**config.mk**
```make
export PLATFORM = sky130hd
export DESIGN_NAME = ps2_joypad_decoder
export DESIGN_NICKNAME = d
export VERILOG_FILES = /design/src/rtl/ps2_joy_pkg.sv /design/src/rtl/ps2_joypad_decoder_rx.sv /design/src/rtl/ps2_joypad_decoder.sv
export SDC_FILE = /design/constraint.sdc
export NUM_CORES = 1
export LEC_CHECK = 0
export BUFFER_PORTS_ARGS = -buffer_cell sky130_fd_sc_hd__buf_4
export CAP_MARGIN = 10
export CORE_MARGIN = 2
export CORE_UTILIZATION = 40
export DETAILED_ROUTE_END_ITERATION = 10
export GPL_TIMING_DRIVEN = 1
export SLEW_MARGIN = 10
export SYNTH_ARGS = -nofsm -noshare
export SYNTH_HDL_FRONTEND = slang
export SYNTH_SLANG_ARGS = --single-unit
```
**constraint.sdc**
```tcl
create_clock -name CLK_50M -period 3.7 [get_ports CLK_50M]
set_clock_uncertainty 0.2 [all_clocks]
set_input_delay 0.37 -clock CLK_50M [delete_from_list [all_inputs] [get_ports CLK_50M]]
set_output_delay 0.37 -clock CLK_50M [all_outputs]
set_load 0.005 [all_outputs]
```
**src/rtl/ps2_joy_pkg.sv**
```systemverilog
`default_nettype none
// ============================================================================
// Module      : ps2_joy_pkg
// Description : PS/2 set-2 scancodes, NES bit indices and key lookup.
// Revision    : 1.0
// ============================================================================
package ps2_joy_pkg;

  localparam logic [7:0] c_sc_ext   = 8'hE0;
  localparam logic [7:0] c_sc_brk   = 8'hF0;
  localparam logic [7:0] c_sc_pause = 8'hE1;

  localparam logic [7:0] c_sc_p1_a      = 8'h22;
  localparam logic [7:0] c_sc_p1_b      = 8'h1A;
  localparam logic [7:0] c_sc_p1_select = 8'h59;
  localparam logic [7:0] c_sc_p1_start  = 8'h5A;
  localparam logic [7:0] c_sc_p1_up     = 8'h75;
  localparam logic [7:0] c_sc_p1_down   = 8'h72;
  localparam logic [7:0] c_sc_p1_left   = 8'h6B;
  localparam logic [7:0] c_sc_p1_right  = 8'h74;

  localparam logic [7:0] c_sc_p2_a      = 8'h34;
  localparam logic [7:0] c_sc_p2_b      = 8'h2B;
  localparam logic [7:0] c_sc_p2_select = 8'h15;
  localparam logic [7:0] c_sc_p2_start  = 8'h1D;
  localparam logic [7:0] c_sc_p2_up     = 8'h43;
  localparam logic [7:0] c_sc_p2_down   = 8'h42;
  localparam logic [7:0] c_sc_p2_left   = 8'h3B;
  localparam logic [7:0] c_sc_p2_right  = 8'h4B;

  localparam logic [7:0] c_sc_pad1  = 8'h16;
  localparam logic [7:0] c_sc_pad2  = 8'h1E;
  localparam logic [7:0] c_sc_pad3  = 8'h26;
  localparam logic [7:0] c_sc_pad4  = 8'h25;
  localparam logic [7:0] c_sc_pad5  = 8'h2D;
  localparam logic [7:0] c_sc_pad6  = 8'h2C;
  localparam logic [7:0] c_sc_pad7  = 8'h35;
  localparam logic [7:0] c_sc_pad8  = 8'h3C;
  localparam logic [7:0] c_sc_pad9  = 8'h2A;
  localparam logic [7:0] c_sc_pad10 = 8'h32;
  localparam logic [7:0] c_sc_pad11 = 8'h31;
  localparam logic [7:0] c_sc_pad12 = 8'h3A;

  localparam logic [3:0] c_nes_a      = 4'd0;
  localparam logic [3:0] c_nes_b      = 4'd1;
  localparam logic [3:0] c_nes_select = 4'd2;
  localparam logic [3:0] c_nes_start  = 4'd3;
  localparam logic [3:0] c_nes_up     = 4'd4;
  localparam logic [3:0] c_nes_down   = 4'd5;
  localparam logic [3:0] c_nes_left   = 4'd6;
  localparam logic [3:0] c_nes_right  = 4'd7;

  typedef enum logic [1:0] {
    TGT_NONE = 2'd0,
    TGT_JOY0 = 2'd1,
    TGT_JOY1 = 2'd2,
    TGT_PAD  = 2'd3
  } key_tgt_e;

  typedef struct packed {
    key_tgt_e   tgt;
    logic [3:0] idx;
  } key_map_t;

  // The ext prefix is part of the key identity: {ext, code} must match exactly.
  function automatic key_map_t lookup_key(input logic ext, input logic [7:0] code);
    key_map_t m;
    m = '{TGT_NONE, 4'd0};
    case ({ext, code})
      {1'b0, c_sc_p1_a}:      m = '{TGT_JOY0, c_nes_a};
      {1'b0, c_sc_p1_b}:      m = '{TGT_JOY0, c_nes_b};
      {1'b0, c_sc_p1_select}: m = '{TGT_JOY0, c_nes_select};
      {1'b0, c_sc_p1_start}:  m = '{TGT_JOY0, c_nes_start};
      {1'b1, c_sc_p1_up}:     m = '{TGT_JOY0, c_nes_up};
      {1'b1, c_sc_p1_down}:   m = '{TGT_JOY0, c_nes_down};
      {1'b1, c_sc_p1_left}:   m = '{TGT_JOY0, c_nes_left};
      {1'b1, c_sc_p1_right}:  m = '{TGT_JOY0, c_nes_right};
      {1'b0, c_sc_p2_a}:      m = '{TGT_JOY1, c_nes_a};
      {1'b0, c_sc_p2_b}:      m = '{TGT_JOY1, c_nes_b};
      {1'b0, c_sc_p2_select}: m = '{TGT_JOY1, c_nes_select};
      {1'b0, c_sc_p2_start}:  m = '{TGT_JOY1, c_nes_start};
      {1'b0, c_sc_p2_up}:     m = '{TGT_JOY1, c_nes_up};
      {1'b0, c_sc_p2_down}:   m = '{TGT_JOY1, c_nes_down};
      {1'b0, c_sc_p2_left}:   m = '{TGT_JOY1, c_nes_left};
      {1'b0, c_sc_p2_right}:  m = '{TGT_JOY1, c_nes_right};
      {1'b0, c_sc_pad1}:      m = '{TGT_PAD, 4'd0};
      {1'b0, c_sc_pad2}:      m = '{TGT_PAD, 4'd1};
      {1'b0, c_sc_pad3}:      m = '{TGT_PAD, 4'd2};
      {1'b0, c_sc_pad4}:      m = '{TGT_PAD, 4'd3};
      {1'b0, c_sc_pad5}:      m = '{TGT_PAD, 4'd4};
      {1'b0, c_sc_pad6}:      m = '{TGT_PAD, 4'd5};
      {1'b0, c_sc_pad7}:      m = '{TGT_PAD, 4'd6};
      {1'b0, c_sc_pad8}:      m = '{TGT_PAD, 4'd7};
      {1'b0, c_sc_pad9}:      m = '{TGT_PAD, 4'd8};
      {1'b0, c_sc_pad10}:     m = '{TGT_PAD, 4'd9};
      {1'b0, c_sc_pad11}:     m = '{TGT_PAD, 4'd10};
      {1'b0, c_sc_pad12}:     m = '{TGT_PAD, 4'd11};
      default:                m = '{TGT_NONE, 4'd0};
    endcase
    return m;
  endfunction

endpackage
`default_nettype wire

```
**src/rtl/ps2_joypad_decoder_rx.sv**
```systemverilog
`default_nettype none
// ============================================================================
// Module      : ps2_rx
// Description : PS/2 synchronizer, clock glitch filter, frame receiver, timeout.
// Revision    : 1.0
// ============================================================================
module ps2_rx #(
  parameter int TIMEOUT_CYCLES = 50000,
  parameter int FILTER_LEN     = 8
) (
  input  logic       CLK_50M,
  input  logic       reset,
  input  logic       i_ps2_clk,
  input  logic       i_ps2_data,
  output logic       o_byte_valid,
  output logic [7:0] o_byte,
  output logic       o_frame_err
);

  localparam int c_FILT_W = $clog2(FILTER_LEN + 1);
  localparam int c_TO_W   = $clog2(TIMEOUT_CYCLES + 1);

  logic [1:0]          r_clk_sync;
  logic [1:0]          r_data_sync;
  logic                r_filt_level;
  logic [c_FILT_W-1:0] r_filt_cnt;
  logic                r_fall;
  logic [3:0]          r_bit_cnt;
  logic [7:0]          r_shift;
  logic                r_parity;
  logic [c_TO_W-1:0]   r_to_cnt;

  logic w_filt_flip;
  logic w_data;

  assign w_filt_flip = (r_clk_sync[1] != r_filt_level) &&
                       (r_filt_cnt == c_FILT_W'(FILTER_LEN - 1));
  assign w_data      = r_data_sync[1];

  always_ff @(posedge CLK_50M) begin
    if (reset) begin
      r_clk_sync  <= 2'b11;
      r_data_sync <= 2'b11;
    end else begin
      r_clk_sync  <= {r_clk_sync[0], i_ps2_clk};
      r_data_sync <= {r_data_sync[0], i_ps2_data};
    end
  end

  // Level only changes after FILTER_LEN consecutive samples disagree with it.
  always_ff @(posedge CLK_50M) begin
    if (reset) begin
      r_filt_level <= 1'b1;
      r_filt_cnt   <= '0;
      r_fall       <= 1'b0;
    end else begin
      r_fall <= w_filt_flip && r_filt_level;
      if (r_clk_sync[1] == r_filt_level) begin
        r_filt_cnt <= '0;
      end else if (w_filt_flip) begin
        r_filt_level <= r_clk_sync[1];
        r_filt_cnt   <= '0;
      end else begin
        r_filt_cnt <= r_filt_cnt + 1'b1;
      end
    end
  end

  always_ff @(posedge CLK_50M) begin
    if (reset) begin
      r_bit_cnt    <= 4'd0;
      r_shift      <= 8'd0;
      r_parity     <= 1'b0;
      r_to_cnt     <= '0;
      o_byte_valid <= 1'b0;
      o_byte       <= 8'd0;
      o_frame_err  <= 1'b0;
    end else begin
      o_byte_valid <= 1'b0;
      o_frame_err  <= 1'b0;
      if (r_fall) begin
        r_to_cnt <= '0;
        if (r_bit_cnt == 4'd0) begin
          if (!w_data) r_bit_cnt <= 4'd1;
        end else if (r_bit_cnt <= 4'd8) begin
          r_shift   <= {w_data, r_shift[7:1]};
          r_bit_cnt <= r_bit_cnt + 4'd1;
        end else if (r_bit_cnt == 4'd9) begin
          r_parity  <= w_data;
          r_bit_cnt <= r_bit_cnt + 4'd1;
        end else begin
          r_bit_cnt <= 4'd0;
          if (w_data && (^{r_shift, r_parity})) begin
            o_byte_valid <= 1'b1;
            o_byte       <= r_shift;
          end else begin
            o_frame_err <= 1'b1;
          end
        end
      end else if (r_bit_cnt != 4'd0) begin
        // A stalled partial frame is dropped silently.
        if (r_to_cnt == c_TO_W'(TIMEOUT_CYCLES - 1)) begin
          r_bit_cnt <= 4'd0;
          r_shift   <= 8'd0;
          r_to_cnt  <= '0;
        end else begin
          r_to_cnt <= r_to_cnt + 1'b1;
        end
      end else begin
        r_to_cnt <= '0;
      end
    end
  end

endmodule
`default_nettype wire

```
**src/rtl/ps2_joypad_decoder.sv**
```systemverilog
`default_nettype none
// ============================================================================
// Module      : ps2_joypad_decoder
// Description : Maps PS/2 keyboard scancodes to two NES pads and a power pad.
// Revision    : 1.0
// ============================================================================
module ps2_joypad_decoder
  import ps2_joy_pkg::*;
#(
  parameter int TIMEOUT_CYCLES = 50000,
  parameter int FILTER_LEN     = 8
) (
  input  logic        CLK_50M,
  input  logic        reset,
  input  logic        ps2_kbd_clk,
  input  logic        ps2_kbd_data,
  output logic [7:0]  joystick_0,
  output logic [7:0]  joystick_1,
  output logic [11:0] powerpad,
  output logic        frame_err
);

  logic       w_byte_valid;
  logic [7:0] w_byte;
  logic       w_frame_err;
  key_map_t   w_key;

  logic        r_ext;
  logic        r_brk;
  logic [7:0]  r_joy0;
  logic [7:0]  r_joy1;
  logic [11:0] r_pad;

  ps2_rx #(
    .TIMEOUT_CYCLES (TIMEOUT_CYCLES),
    .FILTER_LEN     (FILTER_LEN)
  ) u_rx (
    .CLK_50M      (CLK_50M),
    .reset        (reset),
    .i_ps2_clk    (ps2_kbd_clk),
    .i_ps2_data   (ps2_kbd_data),
    .o_byte_valid (w_byte_valid),
    .o_byte       (w_byte),
    .o_frame_err  (w_frame_err)
  );

  assign w_key = lookup_key(r_ext, w_byte);

  // Prefix bytes only arm flags; any other byte consumes and clears them.
  always_ff @(posedge CLK_50M) begin
    if (reset) begin
      r_ext  <= 1'b0;
      r_brk  <= 1'b0;
      r_joy0 <= 8'd0;
      r_joy1 <= 8'd0;
      r_pad  <= 12'd0;
    end else if (w_frame_err) begin
      r_ext <= 1'b0;
      r_brk <= 1'b0;
    end else if (w_byte_valid) begin
      if (w_byte == c_sc_ext) begin
        r_ext <= 1'b1;
      end else if (w_byte == c_sc_brk) begin
        r_brk <= 1'b1;
      end else begin
        r_ext <= 1'b0;
        r_brk <= 1'b0;
        case (w_key.tgt)
          TGT_JOY0: r_joy0[w_key.idx[2:0]] <= !r_brk;
          TGT_JOY1: r_joy1[w_key.idx[2:0]] <= !r_brk;
          TGT_PAD:  r_pad[w_key.idx]       <= !r_brk;
          default:  ;
        endcase
      end
    end
  end

  assign joystick_0 = r_joy0;
  assign joystick_1 = r_joy1;
  assign powerpad   = r_pad;
  assign frame_err  = w_frame_err;

endmodule
`default_nettype wire

```
# After elaboration in Yosys (flattened, before gate mapping)
# Index checks and enable logic that the tools add are counted.
[word_totals] ff_bits=79 out_inout_bits=29
[classes] add_sub_neg=3 magnitude_cmp=5 eq_ne=42 mux=25 bitwise_logic=9 reduce_logical=25
[op_table] cell="$pmux W6 S28" n=1
[op_table] cell="$eq A9 B6 Y1 const B" n=14
[op_table] cell="$eq A9 B5 Y1 const B" n=5
[op_table] cell="$eq A9 B7 Y1 const B" n=5
[op_table] cell="$mux W8" n=5
[op_table] cell="$eq A9 B9 Y1 const B" n=4
[op_table] cell="$mux W4" n=7
[op_table] cell="$reduce_and A5 Y1" n=4
[op_table] cell="$add A16 B1 Y16 const B" n=1
[op_table] cell="$bwmux W8" n=2
[op_table] cell="$eq A16 B16 Y1 const B" n=1
[op_table] cell="$eq A8 B8 Y1 const B" n=2
[op_table] cell="$bwmux W12" n=1
[op_table] cell="$not A1 Y1" n=9
[op_table] cell="$reduce_xor A9 Y1" n=1
[op_table] cell="$add A4 B1 Y4 const B" n=2
[op_table] cell="$reduce_and A4 Y1" n=2
[op_table] cell="$mux W1" n=7
[op_table] cell="$ne A2 B2 Y1 const B" n=3
[op_table] cell="$reduce_and A2 Y1" n=3
[op_table] cell="$logic_and A1 B1 Y1" n=5
[op_table] cell="$lt A4 B5 Y1 const B" n=1
[op_table] cell="$reduce_or A5 Y1" n=1
[op_table] cell="$demux W1 S4" n=1
[op_table] cell="20 further kinds" n=22

# Logic depth before layout (Yosys ltp)
# Gate-level depths: netlist of the first run.
[logic_depth] ltp_word=7 mapped_depth=10 mapped_depth_nobuf=8

# By module
# A second synthesis of the first run with hierarchy kept.
[hier_totals] hier_cells=472 hier_area_um2=4361.7
[modules_own_cells] mod="ps2_rx" n_inst=1 cells_each=234 area_each_um2=2220.9 seq_area_each_um2=980.9
[modules_own_cells] mod="ps2_joypad_decoder" n_inst=1 cells_each=238 area_each_um2=2140.8 seq_area_each_um2=600.6

# Least setup slack after synthesis of the first run
# No wires, ideal clock.
[synth_path] path_type="register to register" startpoint="register u_rx.o_byte[0]" endpoint="register r_pad[8] (netlist: powerpad[8])" t_arrival_ns=2.158 slack_ns=1.271 stages_incl_launch_ff=8 path_buffers=2 period_less_slack_ns=2.429 path_cell_list="dfxtp_1 buf_2 mux2i_1 nor3_1 or4_4 buf_6 or4_1 a21oi_1"
[synth_via] elab_chain_cells=7 word_cells_on_any_way=41 classes_between="order compare (2); eq/ne (31); mux (4); bitwise (2); reduce/logical (2)"
[synth_rtl] element="start, declared" line_no="ps2_joypad_decoder_rx.sv:16" source="output logic [7:0] o_byte,"
[synth_rtl] element="start signal, assigned" line_no="ps2_joypad_decoder_rx.sv:95" source="o_byte <= r_shift;"
[synth_rtl] element="$eq A9 B6 Y1 (tied with other cells)" line_no="ps2_joy_pkg.sv:69" source="case ({ext, code})"
[synth_rtl] element="$pmux W6 S28" line_no="ps2_joy_pkg.sv:69"
[synth_rtl] element="$lt A4 B5 Y1 (implied by the code) or $ge A4 B1 Y1 (tied branches)" line_no="ps2_joypad_decoder.sv:71" source="TGT_PAD: r_pad[w_key.idx] <= !r_brk;"
[synth_rtl] element="$logic_and A1 B1 Y1 (implied by the code)" line_no="ps2_joypad_decoder.sv:71"
[synth_rtl] element="$mux W1 (implied by the code)" line_no="ps2_joypad_decoder.sv:71"
[synth_rtl] element="$demux W1 S4" line_no="ps2_joypad_decoder.sv:71"
[synth_rtl] element="$bwmux W12" line_no="ps2_joypad_decoder.sv:71"
[synth_rtl] element="end signal, assigned by index" line_no="ps2_joypad_decoder.sv:71"
[synth_rtl] element="end, declared" line_no="ps2_joypad_decoder.sv:32" source="logic [11:0] r_pad;"
# Parallel ways exist; a longest one is shown, timed or not.
# A chain may end at the register's enable or synchronous reset.

# Worst setup path after layout of the first run
[layout_path] startpoint="register u_rx.o_byte[5]" endpoint="register r_joy1[5] (netlist: joystick_1[5])"
[layout_via] elab_chain_cells=7 word_cells_on_any_way=41 classes_between="order compare (2); eq/ne (31); mux (4); bitwise (2); reduce/logical (2)"
[layout_rtl] element="$eq A9 B6 Y1 (tied with other cells)" line_no="ps2_joy_pkg.sv:69"
[layout_rtl] element="$pmux W6 S28" line_no="ps2_joy_pkg.sv:69"
[layout_rtl] element="$lt A3 B4 Y1 (implied by the code) or $ge A3 B1 Y1 (tied branches)" line_no="ps2_joypad_decoder.sv:70" source="TGT_JOY1: r_joy1[w_key.idx[2:0]] <= !r_brk;"
[layout_rtl] element="$logic_and A1 B1 Y1 (implied by the code)" line_no="ps2_joypad_decoder.sv:70"
[layout_rtl] element="$mux W1 (implied by the code)" line_no="ps2_joypad_decoder.sv:70"
[layout_rtl] element="$demux W1 S3" line_no="ps2_joypad_decoder.sv:70"
[layout_rtl] element="$bwmux W8" line_no="ps2_joypad_decoder.sv:70"
[layout_rtl] element="end signal, assigned by index" line_no="ps2_joypad_decoder.sv:70"
[layout_rtl] element="end, declared" line_no="ps2_joypad_decoder.sv:31" source="logic [7:0] r_joy1;"
# Parallel ways exist; a longest one is shown, timed or not.

==> results of run 1 <==
==> worst reg2reg max path: cells and delay by family, from the launching register on <==
family          cells  cell delay, ns
simple gates        4            1.52
flops               1            0.63
compound gates      2            0.54
==> per-layer routing <==
metal  GRT usage, %  part of all wire (%)  vias up
met3           3.76                   3.2        9
met5              0                     0        -
met2           24.6                    44       46
met4           4.05                  0.99        0
li1               -                     -     1662
met1           22.3                    52     1514
==> logic make-up after synthesis <==
logic type / after synthesis / share of synthesized area, %
simple gates: 206 / 29.2
flops: 79 / 39.5
compound gates: 66 / 11.9
buf+inv: 41 / 4.53
mux: 29 / 7.25
xor+xnor: 26 / 6.03
fa+ha+maj: 5 / 1.56
==> power breakdown <==
part	internal, W	total (W)	switching (W)
logic	0.00000842	0.0000215	0.0000131
clock network	0.000327	0.000640	0.000313
registers	0.000852	0.000853	0.00000150
==> flip-flops by register name, summed over array words and instances (netlist names), 2 cells and up <==
signal,count
powerpad,12
u_rx.r_to_cnt,16
u_rx.r_bit_cnt,4
joystick_0,8
joystick_1,8
u_rx.r_filt_cnt,4
u_rx.r_data_sync,2
u_rx.o_byte,8
u_rx.r_clk_sync,2
u_rx.r_shift,8
==> final cells by class <==
class                      instances  area [µm²]
clock buffer                      10         138
multi-input combinational        332        2240
sequential                        79        1580
fill                             999        5230
clock inverter                     6        60.1
tap                              133         166
timing repair buffer              36         273
inverter                          10        37.5
==> final timing paths <==
| path | startpoint | end | cells past startpoint |
|---|---|---|---|
| worst max register to register | u_rx.o_byte[5] | joystick_1[5] | 6 |
| worst min-delay path | ps2_kbd_data | u_rx.r_data_sync[0] | 2 |
| worst max-delay path | u_rx.o_byte[5] | joystick_1[5] | 6 |
| worst min register to register | u_rx.r_clk_sync[0] | u_rx.r_clk_sync[1] | 1 |
==> cell usage in the layout, fill, tap and decap left out, types with 3 or more instances in the layout <==
master,n
o22ai_1,3
buf_4,35
nor2b_1,3
a31oi_1,3
nor4bb_1,3
or3_1,5
nor4b_1,4
o21ai_0,5
nor4_1,3
ha_1,5
clkbuf_8,10
a21oi_1,18
and3_1,7
dfxtp_1,79
or4_1,8
mux2i_1,29
nand4_1,8
a22oi_1,8
and4_1,6
or4b_1,3
nand3_1,22
nor3_1,16
xnor2_1,14
inv_1,9
clkinv_2,3
or2_2,9
nor3b_1,3
and3b_1,3
nor2_1,50
o31ai_1,9
xor2_1,11
nand2b_1,23
nand2_1,19
==> stage by stage <==
step           util (%)  worst slack [ns]
2_1_floorplan         -              1.27
3_3_place_gp       44.1             0.799
3_5_place_dp       44.1             0.762
4_1_cts            46.2             0.773
5_1_grt            46.2             0.487
6_report           46.2             0.745
==> timing repair <==
action                    4_1_cts  5_1_grt
gates resized for setup         0        0
hold buffers                    1        0
hold endpoints to repair        1        0
==> impl_metrics.csv, run 1 <==
group,metric,value,unit
cts,clk_latency,0.34,ns
place,dp_hpwl,5800,µm
die,die_x,104,µm
grt,gr-total-overflow,0,
die,fp-row-count,36,
synth,ys_ff_latch,79,
die,die-area,10800,µm²
synth,synthTopCellsByCount,"dfxtp_1, nor2_1, mux2i_1",
place,place.gp.congestion,0.836,
route,drc,0,
run_status,status,"complete, no violations",
synth,yosysMostFrequentCell,"dfxtp_1",
layout,final_cells,606,
route,drtIter0Drc,170,
synth,syn_inst,452,
critical_path,crit_fanout,15,
synth,synthesis.area,4010,µm²
grt,antenna_found_initial,0,
cts,clockBufferDepth,2,
cts,cts_tree,"yes",
synth,ys_seq_area_share,39.5,%
timing,timing.final.max_slew_violations,0,
synth,postSynth.asyncResetShare,0,%
critical_path,criticalPathCategory,"reg -> reg",
timing,relSlewSlack,41.4,%
cts,cts_max_level,3,
layout,antenna_cells,0,
timing,fin_crit,2.96,ns
synth,netlist.area_leader.share,39.5,%
pwr,total_leakage_power,1.66,nW
synth,synth_area_per_cell,8.86,µm²
critical_path,endpoint_kind,"flop",
cts,clk_pin_slew_worst_paths,0.08,ns
timing,rsz0062_at_grt,"false",
critical_path,slowest_stage,"dfxtp_1",
grt,grt_pass1_vias,2987,
critical_path,crit_path_start_kind,"flop",
critical_path,arrival,3.03,ns
grt,grt_use_total,15.9,%
timing,setup_viol,0,
cts,cts_root_buf,"clkbuf_8",
grt,grt_pass1_wl,14600,µm
synth,synthFlopType,"dfxtp_1",
route,routed_via_density,5.33,
grt,grt_max_degree,62,
die,coreArea,9730,µm²
place,dp_cells,589,
worst_hold_path,hold_path_class,"in -> reg",
layout,layout.nets,477,
pwr,finalPower,0.00151,W
synth,synth_edf_count,0,
critical_path,crit_family,"simple AND/OR/NAND/NOR gates",
synth,ys_top_cells_by_area,"dfxtp_1, mux2i_1, nor2_1, nand2b_1, xnor2_1",
layout,design_area,4500,µm²
die,io_pins,33,
route,finalWirelength,8290,µm
critical_path,rrSetupSlack,0.74,ns
timing,timing.setup.tns,0,ns
route,first_pass_iters,5,
layout,area_delta_synth_final,12.3,%
route,detail_route.wl_per_cell,13.7,µm
timing,fin_hold_ws,0.0167,ns
flow_run,drv_cap,0,
die,start_util,41.2,%
place,placed_area,4290,µm²
die,die_h,104,µm
critical_path,required,3.77,ns
timing,max_slew.worst_pin.slew,0.872,ns
timing,max_freq,338,MHz
cts,cts-buffers-inserted,9,
timing,fin_crit_sh,79.9,%
cts,post_cts_buffers,0,
route,vias,3231,
place,port_buffers,32,
critical_path,max_stage_delay,0.63,ns
synth,synth_cell_types,59,
critical_path,critPathBufInv,0,
timing,timing_hold_violations_final,0,
route,drtAntennaViolNets,0,
cts,cts_num_sinks,79,
synth,syn_nets,461,
critical_path,cp_cell_sequence,"nand2_1 > or4_4 > a2111oi_4 > nor4_2 > or4_1 > a21oi_1",
layout,drive_above_1_share,14.4,%
synth,yosysTopAreaCell,"dfxtp_1",
synth,yosys_warnings,0,
pwr,ir_drop,0.000232,V
pwr,power.density,337,nW/µm²
Note: power is estimated with default switching activity, not from simulation.
==> run 2, diff against run 1 <==
Clock period 3.7 ns to 2.37 ns, I/O delays scaled along.
==> impl_metrics.csv, run 2 (synthesis gave the netlist of run 1 again) <==
group,metric,value,unit
run_status,status,"finished, violations left",
run_status,violations,"negative setup slack",
critical_path,r2r_cells,8,
pwr,switchingPower,0.000523,W
pwr,power.density,454,nW/µm²
place,place.gp.congestion,0.860,
timing,rsz0062_at_grt,"true",
route,finalWirelength,11000,µm
route,vias,3719,
layout,fin_util,58.7,%
grt,grt_pass1_wl,16900,µm
critical_path,arrival,2.68,ns
pwr,switching_share,20.2,%
layout,seqCellArea,1600,µm²
timing,setup_slack,-0.213,ns
cts,clockBufferDepth,2,
timing,max_slew.worst_pin.slew,0.452,ns
layout,area_delta_synth_final,42.6,%
grt,grt_max_degree,38,
layout,drive_above_1_share,36.3,%
timing,timing_hold_violations_final,0,
pwr,p_int,0.00207,W
timing,timing.final.max_slew_violations,0,
timing,fin_crit_sh,109,%
grt,grt_use_total,19.1,%
layout,largest-register,"u_rx.r_to_cnt",
route,routed_via_density,5.41,
critical_path,required,2.47,ns
worst_hold_path,hold_path_class,"in -> reg",
cts,cts_num_sinks,79,
layout,fillers,827,
layout,multi_input_area,2610,µm²
layout,layout_common_cells,"buf_4, dfxtp_1, nor2_1",
pwr,total_leakage_power,2.21,nW
pwr,pwr-share-comb,1.5,%
layout,layout.nets,558,
cts,clk_latency,0.35,ns
die,io_pins,33,
grt,grt_pass1_vias,3417,
critical_path,crit_fanout,6,
route,detail_route.wl_per_cell,16.0,µm
route,drtAntennaViolNets,0,
pwr,clkPwrFrac,47.4,%
timing,fin_crit,2.58,ns
layout,largest_reg_flops,16,
grt,antenna_found_initial,0,
worst_hold_path,hold-path-endpoint,"joystick_1[5]",
critical_path,endpoint_kind,"flop",
cts,cts_root_buf,"clkbuf_8",
critical_path,criticalPathCategory,"reg -> reg",
route,drtIter0Drc,209,
die,die-area,10800,µm²
cts,cts_tree,"yes",
route,drc,0,
cts,clk_pin_slew_worst_paths,0.08,ns
die,die_x,104,µm
critical_path,r2r_start,"r_ext",
die,start_util,41.2,%
die,fp-row-count,36,
place,port_buffers,32,
timing,relSlewSlack,69.8,%
pwr,ir_drop,0.000484,V
cts,cts_max_level,3,
worst_hold_path,min_path_cells,2,
die,coreArea,9730,µm²
layout,antenna_cells,0,
worst_hold_path,min_from,"reset",
route,first_pass_iters,4,
critical_path,crit_path_start_kind,"flop",
die,die_h,104,µm
critical_path,rrSetupSlack,-0.21,ns
timing,setup_viol,28,
layout,final_common_cell,"buf_4",
cts,cts-buffers-inserted,9,
place,dp_hpwl,6640,µm
grt,gr-total-overflow,0,
timing,fin_hold_ws,0.0814,ns
timing,max_freq,387,MHz
pwr,power_frac_seq,51.2,%
flow_run,drv_cap,0,
critical_path,r2r-end,"powerpad[8]",
[run 2: area by class of cell]
type | instances | area share, %
Multi-Input combinational cell | 333 | 45.7
Timing Repair Buffer | 116 | 18.6
Clock inverter | 3 | 1.58
Tap cell | 133 | 2.91
Clock buffer | 13 | 2.61
Inverter | 10 | 0.657
Sequential cell | 79 | 28.0
[run 2: worst max-delay path by stage]
stage	from	endpoint	slack [ns]	cells past startpoint
finish	r_ext	powerpad[8]	-0.21	8
global route	r_ext	joystick_0[5]	-0.28	10
CTS	r_ext	joystick_1[4]	-0.19	8
detailed placement	r_ext	joystick_0[5]	-0.26	8
global placement	u_rx.o_byte[4]	joystick_0[5]	-0.23	8
floorplan	u_rx.o_byte[5]	powerpad[8]	-0.01	8
[run 2: power groups by stage]
stage | Combinational, W | Sequential, W | Clock, W
floorplan | 0.0000249 | 0.00136 | 0
global placement | 0.0000352 | 0.00136 | 0
detailed placement | 0.0000348 | 0.00136 | 0
CTS | 0.0000375 | 0.00133 | 0.00125
global route | 0.0000414 | 0.00133 | 0.00131
finish | 0.0000378 | 0.00133 | 0.00123
[run 2: stage by stage]
stage                     instance area, µm²  worst slack, ns  setup TNS (ns)  power, W  std cells
after floorplan                         4020          -0.0109         -0.0760   0.00139        452
after global placement                  4660           -0.231           -2.96   0.00140        633
after detailed placement                4660           -0.264           -4.04   0.00140        633
after CTS                               5270           -0.195           -2.15   0.00262        666
after global routing                    5710           -0.282           -5.51   0.00268        687
final                                   5710           -0.213           -3.29   0.00260        687
[run 2: per-layer routing]
| metal | vias to the layer above | share of wire, % | global-route usage, % |
|---|---|---|---|
| li1 | 1834 | - | - |
| met5 | - | 0 | 0 |
| met2 | 86 | 46 | 29.9 |
| met3 | 19 | 3.7 | 3.88 |
| met1 | 1780 | 48 | 25.9 |
| met4 | 0 | 2.1 | 7.34 |
[run 2: timing repair]
action | CTS | global route
gates resized for setup | 51 | 53
buffers inserted | 14 | 18
pin swaps | 21 | 24
gates cloned | 1 | 5
hold buffers | 2 | 0
setup endpoints to repair | 28 | 28
hold endpoints to repair | 2 | 0
[run 2: critical path, stage by stage (launching register included)]
cell and delay (ns):
dfxtp_2 0.33, buf_6 0.12, buf_6 0.11, and4_1 0.15
o311ai_2 0.25, o21ai_2 0.12, or4_4 0.60, or4_4 0.53
a21oi_2 0.12
==> run 3, diff against run 2 <==
Settings changed: BUFFER_PORTS_ARGS -buffer_cell sky130_fd_sc_hd__buf_4 to not set, CTS_CLUSTER_SIZE set to 20, DONT_BUFFER_PORTS set to 1.
==> impl_metrics.csv, run 3 (synthesis gave the netlist of run 1 again) <==
group,metric,value,unit
critical_path,endpoint_kind,"flop",
route,drtIter0Drc,238,
layout,layout_common_cells,"dfxtp_1, buf_4, nor2_1",
die,start_util,41.2,%
critical_path,slowest_stage,"or4_4",
timing,fin_hold_ws,-0.274,ns
layout,final_common_cell,"dfxtp_1",
route,vias,3700,
route,finalWirelength,11100,µm
place,preCtsSetupSlack,-0.495,ns
pwr,p_int,0.00215,W
layout,area_delta_synth_final,41.6,%
route,detail_route.wl_per_cell,16.6,µm
timing,timing.setup.tns,-3.35,ns
critical_path,r2r_start,"u_rx.o_byte[5]",
grt,grt_max_degree,62,
die,die-area,10800,µm²
pwr,pwr-share-comb,0.9,%
cts,clk_latency,0.37,ns
critical_path,r2r_cells,10,
timing,relSlewSlack,65.3,%
critical_path,arrival,2.66,ns
critical_path,critPathBufInv,4,
place,place.gp.congestion,0.900,
cts,cts_num_sinks,79,
place,dp_hpwl,6460,µm
flow_run,drv_cap,0,
die,fp-row-count,36,
critical_path,max_stage_delay,0.48,ns
pwr,switching_share,20.1,%
cts,cts_max_level,3,
critical_path,startpoint,"u_rx.o_byte[5]",
layout,fin_util,58.3,%
place,port_buffers,0,
grt,grt_pass1_wl,17500,µm
critical_path,endpoint,"powerpad[9]",
pwr,switchingPower,0.000541,W
pwr,clkPwrFrac,49.8,%
pwr,total_leakage_power,2.02,nW
critical_path,r2r-end,"powerpad[9]",
timing,rsz0062_at_grt,"true",
critical_path,crit_family,"simple AND/OR/NAND/NOR gates",
timing,setup_viol,28,
layout,multi_input_area,2610,µm²
layout,largest-register,"u_rx.r_to_cnt",
cts,cts-buffers-inserted,9,
critical_path,rrSetupSlack,-0.18,ns
route,drtAntennaViolNets,0,
timing,fin_crit_sh,108,%
grt,antenna_found_initial,0,
grt,grt_pass1_vias,3533,
layout,largest_reg_flops,16,
run_status,violations,"negative hold slack, negative setup slack",
die,coreArea,9730,µm²
grt,gr-total-overflow,0,
layout,seqCellArea,1600,µm²
route,first_pass_iters,4,
route,drc,0,
run_status,status,"finished, violations left",
pwr,ir_drop,0.000348,V
timing,max_slew.worst_pin.slew,0.515,ns
layout,fillers,802,
critical_path,cp_cell_sequence,"buf_6 > buf_6 > and3b_2 > and4b_1 > a21oi_1 > o211ai_1 > clkbuf_16 > buf_12 > or4_4 > a21oi_2",
grt,grt_use_total,19.6,%
pwr,finalPower,0.00269,W
timing,setup_slack,-0.182,ns
critical_path,crit_path_frequent_cell,"buf_6",
timing,timing.final.max_slew_violations,0,
layout,antenna_cells,0,
cts,clockBufferDepth,2,
worst_hold_path,hold_path_class,"in -> reg",
cts,clk_pin_slew_worst_paths,0.09,ns
timing,fin_crit,2.55,ns
timing,timing_hold_violations_final,33,
die,die_x,104,µm
cts,cts_tree,"yes",
cts,cts_root_buf,"clkbuf_8",
critical_path,required,2.48,ns
die,die_h,104,µm
critical_path,cp_num_cells,10,
critical_path,crit_path_start_kind,"flop",
timing,max_freq,392,MHz
critical_path,crit_fanout,9,
die,io_pins,33,
critical_path,criticalPathCategory,"reg -> reg",
pwr,power.density,475,nW/µm²
cts,hold_buffers,29,
layout,layout.nets,541,
layout,drive_above_1_share,30.7,%
route,routed_via_density,5.52,
pwr,power_frac_seq,49.3,%
run 3: changes by cell type in the layout (fill, tap and decap cells not counted), sizes merged, moves of 2 or more:
cell and change:
clkbuf -4, clkinv +2, buf -43, dlygate4sd3 +27
run 3: per-layer routing:
layer | vias up | wire, µm | global-route usage (%)
met1 | 1788 | 4920 | 25.5
met3 | 26 | 620 | 4.82
met5 | - | 0 | 0
met4 | 0 | 240 | 7.05
met2 | 91 | 5340 | 31.6
li1 | 1795 | - | -
run 3: power by group through the flow:
stage | clock (W) | combinational [W] | sequential, W
5_1_grt | 0.00141 | 0.0000270 | 0.00133
3_5_place_dp | 0 | 0.0000154 | 0.00136
2_1_floorplan | 0 | 0.0000249 | 0.00136
3_3_place_gp | 0 | 0.0000153 | 0.00136
6_report | 0.00134 | 0.0000244 | 0.00133
4_1_cts | 0.00136 | 0.0000240 | 0.00133
run 3: per-stage QoR:
step                      instance area, µm²  instances
final                                   5670        670
after floorplan                         4020        452
after CTS                               5310        662
after global routing                    5670        670
after detailed placement                4460        605
after global placement                  4460        605
run 3: timing repair:
item                                   in CTS  in global routing
endpoints found under the hold margin      64                 33
pin swaps                                   9                 17
setup endpoints to repair                  28                 29
gates resized for setup                    42                 55
gates cloned                                1                  2
setup buffers                              11                  8
run 3: worst min path at each step:
stage | from | end | cells after the start
CTS | reset | powerpad[9] | 1
global placement | reset | powerpad[4] | 1
floorplan | ps2_kbd_clk | u_rx.r_clk_sync[0] | 1
detailed placement | reset | u_rx.o_byte[0] | 1
finish | reset | joystick_1[5] | 1
global route | reset | joystick_1[5] | 1
run 3: layout make-up:
class / count / share of cell area, %
clock buffer: 9 / 2.18
clock inverter: 7 / 2.56
inverter: 10 / 0.662
tap: 133 / 2.93
sequential: 79 / 28.2
multi-input combinational: 332 / 46.0
timing repair buffer: 100 / 17.5
run 3: worst reg2reg max path: cells and delay by family (launching register included):
kind	cells	cell delay, ns
and+or+nand+nor	3	0.92
AOI/OAI and AO/OA	3	0.47
DFF	1	0.35
buffers and inverters	4	0.55
